File: src/rtl/ifmap_buf_writer_pkg.sv
// Shared types and defaults for the ifmap buffer writer: FSM states and default widths.
package ifmap_buf_writer_pkg;

    localparam int unsigned DefDataW = 8;
    localparam int unsigned DefDimW  = 8;
    localparam int unsigned DefAddrW = 14;

    typedef enum logic [1:0] {
        StIdle  = 2'd0,
        StRun   = 2'd1,
        StDrain = 2'd2,
        StDoneS = 2'd3
    } wr_state_e;

endpackage

File: src/rtl/ifmap_buf_writer_if.sv
// AXI4-Stream ifmap element channel between the AXIS bridge (master) and the buffer writer (slave).
interface ifmap_buf_writer_if #(
    parameter int unsigned DATA_W = 8
);
    logic [DATA_W-1:0] tdata;
    logic              tvalid;
    logic              tlast;
    logic              tready;

    modport master (output tdata, output tvalid, output tlast, input tready);
    modport slave  (input tdata, input tvalid, input tlast, output tready);
endinterface

File: src/rtl/ifmap_buf_writer_addr_gen.sv
// HWC-order element counters producing the CHW buffer address incrementally (no multiplier in loop).
module ifmap_buf_writer_addr_gen
    import ifmap_buf_writer_pkg::*;
#(
    parameter int unsigned DIM_W  = DefDimW,
    parameter int unsigned ADDR_W = DefAddrW
) (
    input  logic              clk_i,
    input  logic              rst_i,
    input  logic              load_i,
    input  logic              advance_i,
    input  logic [DIM_W-1:0]  cfg_width_i,
    input  logic [DIM_W-1:0]  cfg_height_i,
    input  logic [DIM_W-1:0]  cfg_channels_i,
    input  logic [ADDR_W-1:0] cfg_base_addr_i,
    output logic [ADDR_W-1:0] ptr_o,
    output logic              last_elem_o
);

    logic [DIM_W-1:0]   width_q, width_d, height_q, height_d, chan_q, chan_d;
    logic [DIM_W-1:0]   c_q, c_d, x_q, x_d, r_q, r_d;
    logic [ADDR_W-1:0]  plane_q, plane_d, pix_base_q, pix_base_d, ptr_q, ptr_d;
    logic [2*DIM_W-1:0] plane_full;

    logic c_wrap, x_wrap, r_wrap;

    assign plane_full = cfg_height_i * cfg_width_i;
    assign c_wrap     = (c_q == chan_q - DIM_W'(1));
    assign x_wrap     = (x_q == width_q - DIM_W'(1));
    assign r_wrap     = (r_q == height_q - DIM_W'(1));

    always_comb begin
        width_d    = width_q;
        height_d   = height_q;
        chan_d     = chan_q;
        c_d        = c_q;
        x_d        = x_q;
        r_d        = r_q;
        plane_d    = plane_q;
        pix_base_d = pix_base_q;
        ptr_d      = ptr_q;
        if (load_i) begin
            width_d    = cfg_width_i;
            height_d   = cfg_height_i;
            chan_d     = cfg_channels_i;
            plane_d    = ADDR_W'(plane_full);
            pix_base_d = cfg_base_addr_i;
            ptr_d      = cfg_base_addr_i;
            c_d        = '0;
            x_d        = '0;
            r_d        = '0;
        end else if (advance_i) begin
            if (c_wrap) begin
                // Next pixel's channel-0 address is simply the previous pixel's plus one.
                c_d        = '0;
                ptr_d      = pix_base_q + ADDR_W'(1);
                pix_base_d = pix_base_q + ADDR_W'(1);
                if (x_wrap) begin
                    x_d = '0;
                    r_d = r_wrap ? '0 : r_q + DIM_W'(1);
                end else begin
                    x_d = x_q + DIM_W'(1);
                end
            end else begin
                c_d   = c_q + DIM_W'(1);
                ptr_d = ptr_q + plane_q;
            end
        end
    end

    always_ff @(posedge clk_i) begin
        if (rst_i) begin
            width_q    <= '0;
            height_q   <= '0;
            chan_q     <= '0;
            c_q        <= '0;
            x_q        <= '0;
            r_q        <= '0;
            plane_q    <= '0;
            pix_base_q <= '0;
            ptr_q      <= '0;
        end else begin
            width_q    <= width_d;
            height_q   <= height_d;
            chan_q     <= chan_d;
            c_q        <= c_d;
            x_q        <= x_d;
            r_q        <= r_d;
            plane_q    <= plane_d;
            pix_base_q <= pix_base_d;
            ptr_q      <= ptr_d;
        end
    end

    assign ptr_o       = ptr_q;
    assign last_elem_o = c_wrap && x_wrap && r_wrap;

endmodule

File: src/rtl/ifmap_buf_writer.sv
// Writes an HWC ifmap stream into the buffer in CHW layout and checks TLAST against W*H*C.
// Define IFMAP_WR_PIPE_EN to register the buffer write port (1-cycle latency, done delayed to match).
module ifmap_buf_writer
    import ifmap_buf_writer_pkg::*;
#(
    parameter int unsigned DATA_W = DefDataW,
    parameter int unsigned DIM_W  = DefDimW,
    parameter int unsigned ADDR_W = DefAddrW
) (
    input  logic               S_AXIS_ACLK,
    input  logic               S_AXIS_ARESET,
    input  logic               start,
    input  logic [DIM_W-1:0]   cfg_width,
    input  logic [DIM_W-1:0]   cfg_height,
    input  logic [DIM_W-1:0]   cfg_channels,
    input  logic [ADDR_W-1:0]  cfg_base_addr,
    ifmap_buf_writer_if.slave  s_axis,
    output logic               buf_we,
    output logic [ADDR_W-1:0]  buf_addr,
    output logic [DATA_W-1:0]  buf_wdata,
    output logic               busy,
    output logic               done,
    output logic               err_early_last,
    output logic               err_late_last
);

    wr_state_e state_q, state_d;
    logic      err_early_q, err_early_d, err_late_q, err_late_d;
    logic      zero_dim, start_ok, hs, hs_run, last_elem;
    logic [ADDR_W-1:0] ptr;

    logic              buf_we_d, done_d;
    logic [ADDR_W-1:0] buf_addr_d;
    logic [DATA_W-1:0] buf_wdata_d;

    assign zero_dim = (cfg_width == '0) || (cfg_height == '0) || (cfg_channels == '0);
    assign start_ok = start && (state_q == StIdle);
    assign s_axis.tready = (state_q == StRun) || (state_q == StDrain);
    assign hs       = s_axis.tvalid && s_axis.tready;
    assign hs_run   = hs && (state_q == StRun);

    ifmap_buf_writer_addr_gen #(
        .DIM_W  (DIM_W),
        .ADDR_W (ADDR_W)
    ) u_addr_gen (
        .clk_i           (S_AXIS_ACLK),
        .rst_i           (S_AXIS_ARESET),
        .load_i          (start_ok),
        .advance_i       (hs_run),
        .cfg_width_i     (cfg_width),
        .cfg_height_i    (cfg_height),
        .cfg_channels_i  (cfg_channels),
        .cfg_base_addr_i (cfg_base_addr),
        .ptr_o           (ptr),
        .last_elem_o     (last_elem)
    );

    always_comb begin
        state_d     = state_q;
        err_early_d = err_early_q;
        err_late_d  = err_late_q;
        unique case (state_q)
            StIdle: begin
                if (start) begin
                    err_early_d = 1'b0;
                    err_late_d  = 1'b0;
                    state_d     = zero_dim ? StDoneS : StRun;
                end
            end
            StRun: begin
                if (hs) begin
                    if (last_elem) begin
                        if (s_axis.tlast) begin
                            state_d = StDoneS;
                        end else begin
                            err_late_d = 1'b1;
                            state_d    = StDrain;
                        end
                    end else if (s_axis.tlast) begin
                        err_early_d = 1'b1;
                        state_d     = StDoneS;
                    end
                end
            end
            StDrain: begin
                if (hs && s_axis.tlast) state_d = StDoneS;
            end
            StDoneS: state_d = StIdle;
            default: state_d = StIdle;
        endcase
    end

    always_ff @(posedge S_AXIS_ACLK) begin
        if (S_AXIS_ARESET) begin
            state_q     <= StIdle;
            err_early_q <= 1'b0;
            err_late_q  <= 1'b0;
        end else begin
            state_q     <= state_d;
            err_early_q <= err_early_d;
            err_late_q  <= err_late_d;
        end
    end

    // Address/data are forced to zero when idle so the port reads all-zero outside writes.
    assign buf_we_d    = hs_run;
    assign buf_addr_d  = hs_run ? ptr : '0;
    assign buf_wdata_d = hs_run ? s_axis.tdata : '0;
    assign done_d      = (state_q == StDoneS);

`ifdef IFMAP_WR_PIPE_EN
    logic              buf_we_q, done_q;
    logic [ADDR_W-1:0] buf_addr_q;
    logic [DATA_W-1:0] buf_wdata_q;

    always_ff @(posedge S_AXIS_ACLK) begin
        if (S_AXIS_ARESET) begin
            buf_we_q    <= 1'b0;
            buf_addr_q  <= '0;
            buf_wdata_q <= '0;
            done_q      <= 1'b0;
        end else begin
            buf_we_q    <= buf_we_d;
            buf_addr_q  <= buf_addr_d;
            buf_wdata_q <= buf_wdata_d;
            done_q      <= done_d;
        end
    end

    assign buf_we    = buf_we_q;
    assign buf_addr  = buf_addr_q;
    assign buf_wdata = buf_wdata_q;
    assign done      = done_q;
`else
    assign buf_we    = buf_we_d;
    assign buf_addr  = buf_addr_d;
    assign buf_wdata = buf_wdata_d;
    assign done      = done_d;
`endif

    assign busy           = (state_q == StRun) || (state_q == StDrain);
    assign err_early_last = err_early_q;
    assign err_late_last  = err_late_q;

endmodule

File: src/flat_wrapper.sv
// flat-port wrapper written by rule: the top's interface ports become plain ports
module ifmap_buf_writer_flat import ifmap_buf_writer_pkg::*;
#(
    parameter int unsigned DATA_W = DefDataW,
    parameter int unsigned DIM_W  = DefDimW,
    parameter int unsigned ADDR_W = DefAddrW
)
  (S_AXIS_ACLK, S_AXIS_ARESET, start, cfg_width, cfg_height, cfg_channels, cfg_base_addr, buf_we, buf_addr, buf_wdata, busy, done, err_early_last, err_late_last, s_axis_tdata, s_axis_tvalid, s_axis_tlast, s_axis_tready);
  ifmap_buf_writer_if #(.DATA_W(DATA_W)) s_axis_i ();
  input  logic S_AXIS_ACLK;
  input  logic S_AXIS_ARESET;
  input  logic start;
  input  logic [DIM_W-1:0] cfg_width;
  input  logic [DIM_W-1:0] cfg_height;
  input  logic [DIM_W-1:0] cfg_channels;
  input  logic [ADDR_W-1:0] cfg_base_addr;
  output logic buf_we;
  output logic [ADDR_W-1:0] buf_addr;
  output logic [DATA_W-1:0] buf_wdata;
  output logic busy;
  output logic done;
  output logic err_early_last;
  output logic err_late_last;
  input wire logic [$bits(s_axis_i.tdata)-1:0] s_axis_tdata;
  input wire logic [$bits(s_axis_i.tvalid)-1:0] s_axis_tvalid;
  input wire logic [$bits(s_axis_i.tlast)-1:0] s_axis_tlast;
  output wire logic [$bits(s_axis_i.tready)-1:0] s_axis_tready;
  assign s_axis_i.tdata = s_axis_tdata;
  assign s_axis_i.tvalid = s_axis_tvalid;
  assign s_axis_i.tlast = s_axis_tlast;
  assign s_axis_tready = s_axis_i.tready;
  ifmap_buf_writer #(.DATA_W(DATA_W), .DIM_W(DIM_W), .ADDR_W(ADDR_W)) u_core (.S_AXIS_ACLK(S_AXIS_ACLK), .S_AXIS_ARESET(S_AXIS_ARESET), .start(start), .cfg_width(cfg_width), .cfg_height(cfg_height), .cfg_channels(cfg_channels), .cfg_base_addr(cfg_base_addr), .s_axis(s_axis_i), .buf_we(buf_we), .buf_addr(buf_addr), .buf_wdata(buf_wdata), .busy(busy), .done(done), .err_early_last(err_early_last), .err_late_last(err_late_last));
endmodule
File: config.mk
export PLATFORM = sky130hd
export DESIGN_NAME = ifmap_buf_writer_flat
export DESIGN_NICKNAME = d
export VERILOG_FILES = /design/src/rtl/ifmap_buf_writer_pkg.sv /design/src/rtl/ifmap_buf_writer_if.sv /design/src/rtl/ifmap_buf_writer_addr_gen.sv /design/src/rtl/ifmap_buf_writer.sv /design/src/flat_wrapper.sv
export SDC_FILE = /design/constraint.sdc
export NUM_CORES = 1
export LEC_CHECK = 0
export CAP_MARGIN = 10
export CORE_ASPECT_RATIO = 0.75
export CORE_MARGIN = 2
export CORE_UTILIZATION = 37
export DETAILED_ROUTE_END_ITERATION = 6
export MAX_ROUTING_LAYER = met4
export SLEW_MARGIN = 40
export SYNTH_ARGS = -nofsm -noshare
export SYNTH_HDL_FRONTEND = slang
export SYNTH_SLANG_ARGS = --single-unit
File: constraint.sdc
create_clock -name S_AXIS_ACLK -period 13.2 [get_ports S_AXIS_ACLK]
set_clock_uncertainty 0.1 [all_clocks]
set_input_delay 3.3 -clock S_AXIS_ACLK [delete_from_list [all_inputs] [get_ports S_AXIS_ACLK]]
set_output_delay 3.3 -clock S_AXIS_ACLK [all_outputs]
set_load 0.02 [all_outputs]
==> qor.json <==
{
  "cts_inserted_buffers": 9,
  "insertedDiodeCount": 0,
  "critical-path-top-delay-family": "buffers and inverters",
  "clkLatencyLatePin_ns": 0.35,
  "synth_sequential_area_ratio": 0.243,
  "endpoint_kind": "output pin",
  "synth_top_area_share": 0.243,
  "run_status": "complete, no violations",
  "setup-violations-final": 0,
  "fp.dieArea_mm2": 0.0221,
  "worstPathRequired_ns": 9.80,
  "cp.arrival_ns": 4.92,
  "antenna_found_initial": 0,
  "design.core.area_mm2": 0.0204,
  "multiInputGateArea_mm2": 0.00538,
  "post_synth.cell_area_avg_um2": 8.01,
  "seqCellArea_mm2": 0.00188,
  "fp-row-count": 45,
  "grt_most_used_layer": "met2",
  "dp.final_hpwl_um": 14900,
  "worstHoldPathType": "reg2reg",
  "drv_slew": 0,
  "top_cell_type_by_total_area_after_synthesis": "sky130_fd_sc_hd__dfxtp_1",
  "cp_slowest_stage_delay_ns": 0.63,
  "worst_setup_sp_type": "input pin",
  "leakage_nw": 3.72,
  "seqPwrFrac": 0.300,
  "groute.usage.overall": 0.190,
  "cts_htree_levels": 3,
  "ys_warn_count": 0,
  "global_route.usage.met2": 0.306,
  "worst_path_cell_chain": "buf_2 > nand2_1 > nor2_1 > clkdlybuf4s50_1",
  "syn_inst": 966,
  "comb_power_share": 0.497,
  "synthToLayoutAreaGrowth_pct": 16.7,
  "number_of_enable_type_register_cells_in_the_synthesized_netlist": 0,
  "path_max_fanout": 24,
  "largest_cells_by_area_after_synthesis": "sky130_fd_sc_hd__dfxtp_1 24%, sky130_fd_sc_hd__fa_1 9.3%, sky130_fd_sc_hd__ha_1 8.7%, sky130_fd_sc_hd__nand2_1 6.3%, sky130_fd_sc_hd__xor2_1 5.4%",
  "postRouteAntennaNets": 0,
  "drc": 0,
  "final_layout_size_suffix_gt1_frac": 0.0375,
  "hold_viol": 0,
  "cts.sink_count": 94,
  "die-height_um": 129,
  "p_int_mw": 0.794,
  "dr_total_vias": 6749,
  "most-common-layout-cells": "128 x sky130_fd_sc_hd__nand2_1, 94 x sky130_fd_sc_hd__dfxtp_1, 77 x sky130_fd_sc_hd__a21oi_1",
  "post_cts.resized_instances": 0,
  "synth_ff_type": "sky130_fd_sc_hd__dfxtp_1",
  "detail_route.first_pass.iterations": 7,
  "slew_headroom": 0.496,
  "post-route-period-util": 0.631,
  "power-per-cell-area_mw_per_mm2": 152,
  "period_minus_slack_ns": 8.32,
  "tightestPinTransition_ns": 0.754,
  "first_global_vias": 6545,
  "gp_congestion": 0.871,
  "viasPerCell": 5.22,
  "cts.hold.buffers_added": 0,
  "place_area_mm2": 0.00870,
  "timing.fmax_ghz": 0.120,
  "total_switching_power_mw": 0.577,
  "final_area_mm2": 0.00903,
  "grt_pass1_wl_um": 32800,
  "postCtsSetupBuffers": 0,
  "die_x_um": 171,
  "port_buffers": 78,
  "global_route.overflow_total": 0,
  "syn-cell-area_mm2": 0.00774,
  "avgRoutedWirePerCell_um": 15.3,
  "maxCapViolations": 0,
  "setup_tns_ns": 0,
  "netlist_cell_types": 71,
  "gr_util_met3": 0.0299,
  "max-clock-path-buffers": 2,
  "async_set_reset_flop_share_out_of_synthesis": 0,
  "worstPathBufferInverterCount": 2,
  "cts.reportedPaths.clkPinSlew_ns": 0.07,
  "grt_max_degree": 78,
  "path_class": "in2out",
  "nFillCells": 2067,
  "critical-path-slowest-cell": "sky130_fd_sc_hd__clkdlybuf4s50_1",
  "worst_ir_drop_vdd_mv": 0.0817,
  "share_clk_of_total_power": 0.203,
  "rsz0062_at_grt": "no",
  "cts_tree": "done",
  "total_wirelength_of_the_detailed_routed_design_um": 19800,
  "floorplan.initialDensity": 0.380,
  "detailedRoute.firstIterationViolations": 394,
  "ys_ff_latch": 94,
  "boundary_pins": 79,
  "root_buf_cell": "sky130_fd_sc_hd__clkbuf_16",
  "layout.cells.most_common": "sky130_fd_sc_hd__nand2_1",
  "met1_usage_in_global_routing": 0.259,
  "nets": 1148,
  "synth_fp_nets": 1107,
  "power_switching_share": 0.421
}
==> power groups by stage <==
| stage | registers (mW) | logic, mW | clock network, mW |
|---|---|---|---|
| floorplan | 0.392 | 0.525 | 0 |
| global placement | 0.418 | 0.668 | 0 |
| detailed placement | 0.416 | 0.676 | 0 |
| CTS | 0.410 | 0.681 | 0.283 |
| global route | 0.418 | 0.777 | 0.298 |
| finish | 0.411 | 0.682 | 0.278 |
==> cells in the mapped netlist, types with 6 or more instances <==
cell type	number
sky130_fd_sc_hd__clkbuf_1	45
sky130_fd_sc_hd__a22o_1	6
sky130_fd_sc_hd__a211oi_1	8
sky130_fd_sc_hd__nand3_1	24
sky130_fd_sc_hd__nor2b_1	9
sky130_fd_sc_hd__o21ai_0	30
sky130_fd_sc_hd__dfxtp_1	94
sky130_fd_sc_hd__and3_1	30
sky130_fd_sc_hd__o211ai_1	7
sky130_fd_sc_hd__nor3_1	21
sky130_fd_sc_hd__nand2_1	129
sky130_fd_sc_hd__nor2_1	44
sky130_fd_sc_hd__mux2i_1	11
sky130_fd_sc_hd__nand4_1	9
sky130_fd_sc_hd__fa_1	36
sky130_fd_sc_hd__and2_1	48
sky130_fd_sc_hd__inv_1	72
sky130_fd_sc_hd__xnor2_1	40
sky130_fd_sc_hd__ha_1	54
sky130_fd_sc_hd__nand3b_1	7
sky130_fd_sc_hd__nor4_1	12
sky130_fd_sc_hd__a21oi_1	77
sky130_fd_sc_hd__nand2b_1	8
sky130_fd_sc_hd__xor2_1	48
==> final timing paths <==
check | start | end | slack (ns) | cells past startpoint
max reg2reg | u_core.state_q[1]$_SDFFE_PP0P_ | u_core.u_addr_gen.r_q[2]$_SDFFE_PP0P_ | 8.96 | 9
min | u_core.u_addr_gen.plane_q[6]$_SDFFE_PP0P_ | u_core.u_addr_gen.plane_q[6]$_SDFFE_PP0P_ | 0.36 | 2
max | s_axis_tvalid | buf_addr[1] | 4.88 | 4
min reg2reg | u_core.u_addr_gen.plane_q[6]$_SDFFE_PP0P_ | u_core.u_addr_gen.plane_q[6]$_SDFFE_PP0P_ | 0.36 | 2
==> cell type report <==
class	instances	area share
sequential	94	0.208
inverter	73	0.0303
clock buffer	10	0.0265
tap	282	0.0391
timing repair buffer	83	0.0909
clock inverter	6	0.00859
multi-input combinational	746	0.596
==> sequential cells by signal, summed over array words and instances, names as in the netlist, 8 cells and up <==
register	flops
u_core.u_addr_gen.r_q	8
u_core.u_addr_gen.plane_q	14
u_core.u_addr_gen.chan_q	8
u_core.u_addr_gen.height_q	8
u_core.u_addr_gen.pix_base_q	14
u_core.u_addr_gen.x_q	8
u_core.u_addr_gen.ptr_o	14
u_core.u_addr_gen.c_q	8
u_core.u_addr_gen.width_q	8
==> kinds of logic after synthesis <==
logic type / after synthesis / share of synthesized area
and+or+nand+nor: 368 / 0.243
AOI/OAI and AO/OA: 189 / 0.157
buffers and inverters: 126 / 0.0622
DFF: 94 / 0.243
adders and majority gates: 90 / 0.180
xor gates and xnor gates: 88 / 0.0996
muxes: 11 / 0.0142
==> through the flow <==
stage          std cells   util  hold WS [ns]  total power, mW  setup slack (ns)
4_1_cts             1293  0.442         0.360             1.37              4.01
5_1_grt             1294  0.443         0.390             1.49              4.75
6_report            1294  0.443         0.359             1.37              4.88
3_3_place_gp        1277  0.427         0.348             1.09              4.14
3_5_place_dp        1277  0.427         0.351             1.09              4.01
2_1_floorplan        966      -         0.336            0.917              5.86
==> routing by layer <==
metal,part of all wire,up-vias,routed length [um]
li1,-,3385,-
met1,0.51,3230,10000
met2,0.45,122,8870
met3,0.040,12,801
met4,0.0053,0,105
met5,0,-,0
==> worst reg2reg max path, delay by kind of cell (launching register included) <==
family	cells	cell delay [ns]
AO/OA/AOI/OAI	2	0.81
adder cells (fa/ha/maj)	1	0.56
buffers and inverters	3	0.60
flip-flops	1	0.35
AND/OR/NAND/NOR	3	1.75
(Power assumes the default switching activity.)
